<file path="src/rtl/compound_accumulator_if.sv">
// Shared transaction type and the producer/consumer bus of compound_accumulator.
// The package is guarded so either file may be compiled first.
`ifndef TESTBASIC19_TYPES_SV
`define TESTBASIC19_TYPES_SV
package testbasic19_types;
   typedef enum logic {
      READ  = 1'b0,
      WRITE = 1'b1
   } mode_e;

   typedef struct packed {
      mode_e              mode;
      logic signed [31:0] x;
      logic               y;
   } CompoundType;
endpackage
`endif

interface compound_accumulator_if;
   import testbasic19_types::*;

   CompoundType b_in;
   logic        b_in_sync;
   logic        b_in_notify;
   CompoundType acc_out;
   logic        acc_out_sync;
   logic        acc_out_notify;
   logic [15:0] txn_count;

   // master: the producer/consumer side; slave: the accumulator
   modport master (
      output b_in, b_in_sync, acc_out_sync,
      input  b_in_notify, acc_out, acc_out_notify, txn_count
   );

   modport slave (
      input  b_in, b_in_sync, acc_out_sync,
      output b_in_notify, acc_out, acc_out_notify, txn_count
   );
endinterface

</file>
<file path="src/rtl/compound_accumulator.sv">
// Signed 32-bit accumulator with write/read transactions and a sticky overflow flag.
// Define COMPOUND_ACC_SATURATE_EN to saturate overflowing adds instead of wrapping.
`ifndef TESTBASIC19_TYPES_SV
`define TESTBASIC19_TYPES_SV

`endif

module compound_accumulator (
   input logic                   clk,
   input logic                   rst,
   compound_accumulator_if.slave bus
);
   import testbasic19_types::*;

   typedef enum logic {
      IDLE,
      SEND
   } state_e;

   state_e             state, state_nx;
   logic signed [31:0] acc, acc_nx;
   logic               ovf, ovf_nx;
   CompoundType        acc_out_r, acc_out_nx;
   logic [15:0]        txn_count_r, txn_count_nx;
   logic               in_notify, out_notify;

   logic signed [31:0] sum;
   logic signed [31:0] add_res;
   logic               add_ovf;

   // Overflow only when both operands share a sign the result does not.
   always_comb begin
      sum     = acc + bus.b_in.x;
      add_ovf = (acc[31] == bus.b_in.x[31]) && (sum[31] != acc[31]);
`ifdef COMPOUND_ACC_SATURATE_EN
      if (add_ovf)
         add_res = acc[31] ? 32'sh8000_0000 : 32'sh7FFF_FFFF;
      else
         add_res = sum;
`else
      add_res = sum;
`endif
   end

   always_comb begin
      state_nx     = state;
      acc_nx       = acc;
      ovf_nx       = ovf;
      acc_out_nx   = acc_out_r;
      txn_count_nx = txn_count_r;
      in_notify    = 1'b0;
      out_notify   = 1'b0;

      case (state)
         IDLE: begin
            in_notify = 1'b1;
            if (bus.b_in_sync) begin
               txn_count_nx = txn_count_r + 16'd1;
               if (bus.b_in.mode == WRITE) begin
                  if (bus.b_in.y) begin
                     acc_nx = bus.b_in.x;
                     ovf_nx = 1'b0;
                  end else begin
                     acc_nx = add_res;
                     ovf_nx = ovf | add_ovf;
                  end
               end else begin
                  acc_out_nx = '{mode: WRITE, x: acc, y: ovf};
                  state_nx   = SEND;
                  if (bus.b_in.y) begin
                     acc_nx = '0;
                     ovf_nx = 1'b0;
                  end
               end
            end
         end

         SEND: begin
            out_notify = 1'b1;
            if (bus.acc_out_sync)
               state_nx = IDLE;
         end

         default: state_nx = IDLE;
      endcase
   end

   always_ff @(posedge clk) begin
      if (rst) begin
         state       <= IDLE;
         acc         <= '0;
         ovf         <= 1'b0;
         acc_out_r   <= '{mode: READ, x: '0, y: 1'b0};
         txn_count_r <= '0;
      end else begin
         state       <= state_nx;
         acc         <= acc_nx;
         ovf         <= ovf_nx;
         acc_out_r   <= acc_out_nx;
         txn_count_r <= txn_count_nx;
      end
   end

   assign bus.b_in_notify    = in_notify;
   assign bus.acc_out_notify = out_notify;
   assign bus.acc_out        = acc_out_r;
   assign bus.txn_count      = txn_count_r;
endmodule
</file>
<file path="src/flat_wrapper.sv">
// flat-port wrapper written by rule: the top's interface ports become plain ports
module compound_accumulator_flat import testbasic19_types::*;
  (clk, rst, bus_b_in, bus_b_in_sync, bus_acc_out_sync, bus_b_in_notify, bus_acc_out, bus_acc_out_notify, bus_txn_count);
  compound_accumulator_if bus_i ();
  input logic clk;
  input logic rst;
  input wire logic [$bits(bus_i.b_in)-1:0] bus_b_in;
  input wire logic [$bits(bus_i.b_in_sync)-1:0] bus_b_in_sync;
  input wire logic [$bits(bus_i.acc_out_sync)-1:0] bus_acc_out_sync;
  output wire logic [$bits(bus_i.b_in_notify)-1:0] bus_b_in_notify;
  output wire logic [$bits(bus_i.acc_out)-1:0] bus_acc_out;
  output wire logic [$bits(bus_i.acc_out_notify)-1:0] bus_acc_out_notify;
  output wire logic [$bits(bus_i.txn_count)-1:0] bus_txn_count;
  assign bus_i.b_in = bus_b_in;
  assign bus_i.b_in_sync = bus_b_in_sync;
  assign bus_i.acc_out_sync = bus_acc_out_sync;
  assign bus_b_in_notify = bus_i.b_in_notify;
  assign bus_acc_out = bus_i.acc_out;
  assign bus_acc_out_notify = bus_i.acc_out_notify;
  assign bus_txn_count = bus_i.txn_count;
  compound_accumulator u_core (.clk(clk), .rst(rst), .bus(bus_i));
endmodule
</file>
<file path="config.mk">
export PLATFORM = sky130hd
export DESIGN_NAME = compound_accumulator_flat
export DESIGN_NICKNAME = d
export VERILOG_FILES = /design/src/rtl/compound_accumulator_if.sv /design/src/rtl/compound_accumulator.sv /design/src/flat_wrapper.sv
export SDC_FILE = /design/constraint.sdc
export NUM_CORES = 1
export LEC_CHECK = 0
export ABC_CLOCK_PERIOD_IN_PS = 2350
export BUFFER_PORTS_ARGS = -buffer_cell sky130_fd_sc_hd__buf_4
export CAP_MARGIN = 20
export CORE_ASPECT_RATIO = 1.4
export CORE_MARGIN = 4
export CORE_UTILIZATION = 51
export DETAILED_ROUTE_END_ITERATION = 8
export PLACE_DENSITY_LB_ADDON = 0.15
export SYNTH_ARGS = -nofsm -noshare
export SYNTH_HDL_FRONTEND = slang
export SYNTH_SLANG_ARGS = --single-unit
</file>
<file path="constraint.sdc">
create_clock -name clk -period 2.35 [get_ports clk]
set_input_delay 0.3525 -clock clk [delete_from_list [all_inputs] [get_ports clk]]
set_output_delay 0.3525 -clock clk [all_outputs]
set_load 0.005 [all_outputs]
</file>
==> qor_table.md, run 1 <==
| Result | This run |
|---|---|
| Total wirelength of the detailed-routed design | 15.4 mm |
| Number of distinct library cells after synthesis | 60 |
| Global-route layer with the greatest usage | met2 |
| Share of flip-flops with an asynchronous set or reset after synthesis | 0 |
| Mapped Area | 4960 um^2 |
| Via density per instance | 6.07 |
| Slew at the pin closest to its max-slew limit | 0.972 ns |
| Gate count of the mapped netlist | 628 |
| Path class of the lowest-slack min-delay path | in -> reg |
| Total number of vias | 5,348 |
| Total DRC errors in the routed layout | 0 |
| Ratio of final minimum period to clock period | 1.00 |
| Starting density of the core | 0.525 |
| Leading cell type in the layout, fill and taps excluded | sky130_fd_sc_hd__buf_4 |
| Number of warning messages in the yosys log | 0 |
| # clock sinks | 84 |
| Worst setup SP type | flop |
| Area inside the core boundary | 9460 um^2 |
| Met1 demand-to-capacity share in global routing | 0.261 |
| Met3 Use GR | 0.0453 |
| Final setup TNS | 0 ns |
| Data required time at the worst endpoint | 2.54 ns |
| Drt pass-1 iters | 5 |
| Number of pins with negative max-slew slack in the final report | 0 |
| Post-synthesis cell type with the largest combined area | sky130_fd_sc_hd__dfxtp_1 |
| Number of levels in the clock H-tree | 3 |
| Final hold violation count | 0 |
| Run status | finished, final reports clean |
| Number of standard-cell rows in the floorplan | 42 |
| Final #Nets | 838 |
| Critical path peak fanout | 2 |
| Diodes inserted | 0 |
| Vertical die dimension | 125 um |
| Number of max-cap violations | 0 |
| Global route overflow | 0 |
| Fmax | 426 MHz |
| Number of design-rule violations left by the first detailed-router iteration | 291 |
| Worst IR Drop VDD | 0.000365 V |
| Post-layout minimum cycle time | 2.35 ns |
| Met2 global-route usage | 0.478 |
| Die footprint | 11,400 um^2 |
| Worst clock skew | 0.00734 ns |
| Net count after synthesis | 699 |
| Final weighted congestion of routability-driven global placement | 0.918 |
| Tightest hold margin | 0.261 ns |
| Die X | 91.4 um |
| Clock transition at the register clock pins on the worst setup and hold paths after CTS | 0.07 ns |
| Final ANT Viol Nets | 0 |
| Top cells by area in the synthesized netlist | sky130_fd_sc_hd__dfxtp_1 (34%), sky130_fd_sc_hd__nand2_1 (8.1%), sky130_fd_sc_hd__ha_1 (8.1%) |
| Number of port buffers | 89 |
| Setup-violating endpoint count in the final report | 0 |
| Root buf cell | sky130_fd_sc_hd__clkbuf_16 |
| Global router's overall resource usage | 0.260 |
| EDFF count, synth | 0 |
| Sequential area share after synthesis | 0.339 |
| Area added between synthesis and finish | 37.1% |
| Pin count of the biggest net entering global routing | 57 |
| Worst slew margin relative to its limit | 0.352 |
| TritonCTS clock tree | yes |
| Post-synthesis register bit count | 84 |
| First-pass GRT wire length | 24.3 mm |
| Util after Layout | 0.720 |
| Num CTS Buffers | 9 |
| RSZ-0062 raised after global routing | true |
| Layout cell share with drive strength beyond 1 | 0.301 |
| Number of global-route vias before repair | 5,312 |
| Proportion of netlist area held by the largest area contributor | 0.339 |
| Drt wl/cell | 17.5 um |
| IO Pins | 90 |
| Critical path capture point type | flop |
| WP data arrival | 2.54 ns |
| Commonest cells after routing, fill and taps aside | sky130_fd_sc_hd__buf_4 (155), sky130_fd_sc_hd__nand2_1 (106), sky130_fd_sc_hd__dfxtp_1 (78), sky130_fd_sc_hd__a21oi_1 (65), sky130_fd_sc_hd__nor2_1 (52) |
| Worst Setup Path Type | reg -> reg |
| Mean instance size in the synthesized netlist | 7.90 um^2 |
| Ratio of total power to cell area | 566 nW/um^2 |
| Clock insertion delay at the later pin of the skew report | 0.34 ns |
| Static leakage | 0.00286 uW |
| Synth Flop Type | sky130_fd_sc_hd__dfxtp_1 |
| Maximum count of clock buffers along a single path | 2 |
| DP Wirelength | 11.2 mm |
| Initial antenna violation count | 0 |
-- layer usage --
layer / routed length [um] / part of all wire
met4: 981 / 0.064
met5: 0 / 0
met1: 5560 / 0.36
met3: 721 / 0.047
met2: 8120 / 0.53
-- kinds of logic (layout without fill, tap and decap cells) --
group / count (synthesis) / in the layout / share of synthesized area
simple gates: 230 / 230 / 0.209
compound gates: 191 / 191 / 0.252
flops: 84 / 84 / 0.339
buf+inv: 45 / 188 / 0.0343
xor+xnor: 42 / 42 / 0.0741
fa+ha+maj: 33 / 33 / 0.0847
mux: 3 / 3 / 0.00706
-- power breakdown --
part | total [uW] | internal, uW | leakage [uW] | switching (uW)
Sequential | 1520 | 1470 | 0.000684 | 44.6
Clock | 1450 | 829 | 0.000136 | 622
Combinational | 888 | 422 | 0.00204 | 466
-- worst max-delay path, stage by stage, from the launching register on --
cell                        delay (ns)
sky130_fd_sc_hd__dfxtp_2          0.35
sky130_fd_sc_hd__ha_4             0.14
sky130_fd_sc_hd__inv_2            0.04
sky130_fd_sc_hd__fa_2             0.37
sky130_fd_sc_hd__nor2b_4          0.14
sky130_fd_sc_hd__o2111ai_2        0.13
sky130_fd_sc_hd__a31o_2           0.26
sky130_fd_sc_hd__a31oi_4          0.25
sky130_fd_sc_hd__a31oi_4          0.13
sky130_fd_sc_hd__o21ai_2          0.15
sky130_fd_sc_hd__xnor2_1          0.14
sky130_fd_sc_hd__o22ai_1          0.10
-- state kept, by name, indices dropped and copies added (netlist names) --
signal	count
u_core.ovf	1
u_core.state	1
u_core.bus.txn_count	16
u_core.acc	32
u_core.bus.acc_out	34
-- final timing paths --
| check | from | to | slack [ns] | cells past startpoint |
|---|---|---|---|---|
| max | u_core.acc[0] | u_core.acc[30] | 0.0004 | 11 |
| max reg2reg | u_core.acc[0] | u_core.acc[30] | 0.0004 | 11 |
| min reg2reg | u_core.bus.acc_out[7] | u_core.bus.acc_out[7] | 0.45 | 2 |
| min | bus_b_in[18] | u_core.acc[17] | 0.26 | 3 |
-- timing repair --
item	CTS	global route
endpoints found under the setup margin	13	18
buffers inserted	1	0
pin swaps	5	26
gates resized for setup	14	47
hold buffers	0	0
gates cloned	0	0
endpoints found under the hold margin	0	0
-- through the flow --
stage	setup WS, ns	area [um^2]	std cells	power, uW
finish	0.000352	6810	881	3850
global placement	-0.243	6190	865	2310
CTS	0.00202	6540	881	3790
detailed placement	-0.313	6190	865	2340
global route	-0.123	6810	881	4010
floorplan	0.00606	4970	628	2000
-- Yosys cell counts (8+ instances only) --
master,count
sky130_fd_sc_hd__a21o_1,8
sky130_fd_sc_hd__a21oi_1,69
sky130_fd_sc_hd__a22oi_1,19
sky130_fd_sc_hd__and3_1,8
sky130_fd_sc_hd__clkbuf_1,31
sky130_fd_sc_hd__dfxtp_1,84
sky130_fd_sc_hd__ha_1,32
sky130_fd_sc_hd__inv_1,13
sky130_fd_sc_hd__nand2_1,107
sky130_fd_sc_hd__nand2b_1,9
sky130_fd_sc_hd__nand3_1,16
sky130_fd_sc_hd__nor2_1,52
sky130_fd_sc_hd__nor2b_1,9
sky130_fd_sc_hd__o21ai_0,28
sky130_fd_sc_hd__o22ai_1,11
sky130_fd_sc_hd__xnor2_1,17
sky130_fd_sc_hd__xor2_1,25
-- final cells by class --
| class | instances | area, um^2 |
|---|---|---|
| Fill cell | 795 | 2650 |
| Tap cell | 110 | 138 |
| Timing Repair Buffer | 160 | 1220 |
| Sequential cell | 84 | 1690 |
| Clock buffer | 9 | 225 |
| Inverter | 13 | 48.8 |
| Multi-Input combinational cell | 499 | 3410 |
| Clock inverter | 6 | 72.6 |
No activity file was read; power rests on OpenSTA's default activity.
==> run 2, diff against run 1 <==
Settings changed: MAX_ROUTING_LAYER set to met4.
==> qor_table.md, run 2 (synthesis gave the netlist of run 1 again) <==
| Result | This run |
|---|---|
| Util after Layout | 0.726 |
| Die X | 91.4 um |
| Slew at the pin closest to its max-slew limit | 0.629 ns |
| Highest-delay cell along the critical path | sky130_fd_sc_hd__or4b_4 |
| Number of pins with negative max-slew slack in the final report | 0 |
| Starting density of the core | 0.525 |
| # clock sinks | 84 |
| Commonest cells after routing, fill and taps aside | sky130_fd_sc_hd__buf_4 (173), sky130_fd_sc_hd__nand2_1 (106), sky130_fd_sc_hd__dfxtp_1 (82), sky130_fd_sc_hd__a21oi_1 (64), sky130_fd_sc_hd__nor2_1 (52) |
| Total wirelength of the detailed-routed design | 15.4 mm |
| Hold Path Stages | 3 |
| Final ANT Viol Nets | 0 |
| Data required time at the worst endpoint | 2.63 ns |
| DP Wirelength | 11.5 mm |
| Final hold violation count | 0 |
| Worst setup SP type | flop |
| Number of port buffers | 89 |
| Worst setup slack after placement | -0.327 ns |
| Critical Path Max Stage Delay | 0.51 ns |
| Buffers & Inverters on Critical Path | 0 |
| Number of design-rule violations left by the first detailed-router iteration | 240 |
| Internal power | 2740 uW |
| Post-layout minimum cycle time | 2.38 ns |
| Cell-by-cell listing of the critical path | ha_1 > a21oi_1 > nand2b_1 > nand3_2 > o21a_4 > a21oi_4 > nor2_1 > or4b_4 > a21oi_2 |
| Net switching power | 1140 uW |
| Fmax | 421 MHz |
| Via density per instance | 5.83 |
| Area inside the core boundary | 9460 um^2 |
| TritonCTS clock tree | yes |
| Switching fraction of total power | 0.293 |
| WP data arrival | 2.66 ns |
| Initial antenna violation count | 0 |
| Post-layout power | 3880 uW |
| Number of global-route vias before repair | 5,059 |
| Final #Nets | 853 |
| Critical path peak fanout | 4 |
| Global route overflow | 0 |
| RSZ-0062 raised after global routing | true |
| Global router's overall resource usage | 0.266 |
| Static leakage | 0.00293 uW |
| Path class of the lowest-slack min-delay path | in -> reg |
| Cell family with most CP delay | simple AND/OR/NAND/NOR gates |
| Worst slew margin relative to its limit | 0.580 |
| Part of the total power dissipated in the clock network | 0.377 |
| Combinational group share of total power | 0.232 |
| Logic depth of the worst path, buffers included | 9 |
| IO Pins | 90 |
| Final weighted congestion of routability-driven global placement | 0.962 |
| Ratio of final minimum period to clock period | 1.01 |
| Critical path capture point type | flop |
| Number of cells after detailed placement | 878 |
| Fin worst setup slack | -0.0277 ns |
| Leading cell type in the layout, fill and taps excluded | sky130_fd_sc_hd__buf_4 |
| Root buf cell | sky130_fd_sc_hd__clkbuf_16 |
| Maximum count of clock buffers along a single path | 2 |
| Total number of vias | 5,226 |
| Number of standard cells in the layout, taps in and fillers out | 897 |
| Total DRC errors in the routed layout | 0 |
| Number of flip-flops in the largest register | 34 |
| Die footprint | 11,400 um^2 |
| Area added between synthesis and finish | 38.4% |
| Drt pass-1 iters | 5 |
| Clock insertion delay at the later pin of the skew report | 0.35 ns |
| Drt wl/cell | 17.2 um |
| Failing checks | negative setup slack |
| Worst Setup Path Type | reg -> reg |
| Number of levels in the clock H-tree | 3 |
| Number of max-cap violations | 0 |
| Pin count of the biggest net entering global routing | 43 |
| Tightest hold margin | 0.262 ns |
| Num CTS Buffers | 9 |
| First-pass GRT wire length | 23.9 mm |
| Number of cells on the worst reg-to-reg path | 9 |
| Sequential share of power | 0.390 |
| Vertical die dimension | 125 um |
| Ratio of total power to cell area | 564 nW/um^2 |
| Setup-violating endpoint count in the final report | 2 |
| Run status | finished, violations left |
| Clock transition at the register clock pins on the worst setup and hold paths after CTS | 0.07 ns |
| Worst IR Drop VDD | 0.000385 V |
| Slack of the worst reg-to-reg path | -0.03 ns |
| Diodes inserted | 0 |
| Number of standard-cell rows in the floorplan | 42 |
| Worst clock skew | 0.00728 ns |
| Layout cell share with drive strength beyond 1 | 0.309 |
## run 2: cell count changes in the layout (fill, tap and decap cells not counted), moves of 2 or more
cell,change
sky130_fd_sc_hd__buf_4,+18
sky130_fd_sc_hd__dfxtp_1,+4
sky130_fd_sc_hd__buf_6,-3
sky130_fd_sc_hd__ha_1,+3
sky130_fd_sc_hd__dfxtp_2,-2
sky130_fd_sc_hd__dfxtp_4,-2
sky130_fd_sc_hd__ha_4,-2
## run 2: path summary, 6_finish.rpt
check,from,end
worst max-delay path,u_core.acc[4],u_core.acc[20]
worst min-delay path,bus_b_in[17],u_core.acc[16]
worst max register to register,u_core.acc[4],u_core.acc[20]
worst min register to register,u_core.ovf,u_core.ovf
## run 2: layout make-up
type / instances / area, um^2
tap: 110 / 138
fill: 780 / 2590
sequential: 84 / 1680
clock buffer: 10 / 229
inverter: 13 / 48.8
multi-input combinational: 499 / 3380
timing repair buffer: 175 / 1320
clock inverter: 6 / 72.6
## run 2: power by group through the flow
stage,Sequential (uW),Combinational [uW],Clock [uW]
final,1510,901,1460
after global placement,1540,813,0
after detailed placement,1540,827,0
after floorplan,1530,471,0
after global routing,1520,980,1540
after CTS,1510,850,1480
## run 2: worst reg2reg max path, cell delays in order (launching register included)
cell	delay (ns)
sky130_fd_sc_hd__dfxtp_1	0.32
sky130_fd_sc_hd__ha_1	0.32
sky130_fd_sc_hd__a21oi_1	0.27
sky130_fd_sc_hd__nand2b_1	0.20
sky130_fd_sc_hd__nand3_2	0.11
sky130_fd_sc_hd__o21a_4	0.25
sky130_fd_sc_hd__a21oi_4	0.14
sky130_fd_sc_hd__nor2_1	0.06
sky130_fd_sc_hd__or4b_4	0.51
sky130_fd_sc_hd__a21oi_2	0.15
## run 2: what timing repair did
action	CTS	global route
endpoints found under the hold margin	0	0
gates resized for setup	17	36
pin swaps	4	34
hold buffers	0	0
buffers inserted	2	1
setup endpoints to repair	13	24
## run 2: through the flow
stage	area [um^2]	TNS (ns)
2_1_floorplan	4970	0
3_3_place_gp	6280	-2.52
3_5_place_dp	6280	-3.36
4_1_cts	6670	-0.0153
5_1_grt	6870	-0.830
6_report	6870	-0.0308
## run 2: per-layer routing
| metal | global-route usage | wire length, um | share of wire |
|---|---|---|---|
| met5 | - | 0 | 0 |
| met3 | 0.0429 | 618 | 0.040 |
| met2 | 0.480 | 8140 | 0.53 |
| met4 | 0.155 | 809 | 0.052 |
| met1 | 0.266 | 5840 | 0.38 |
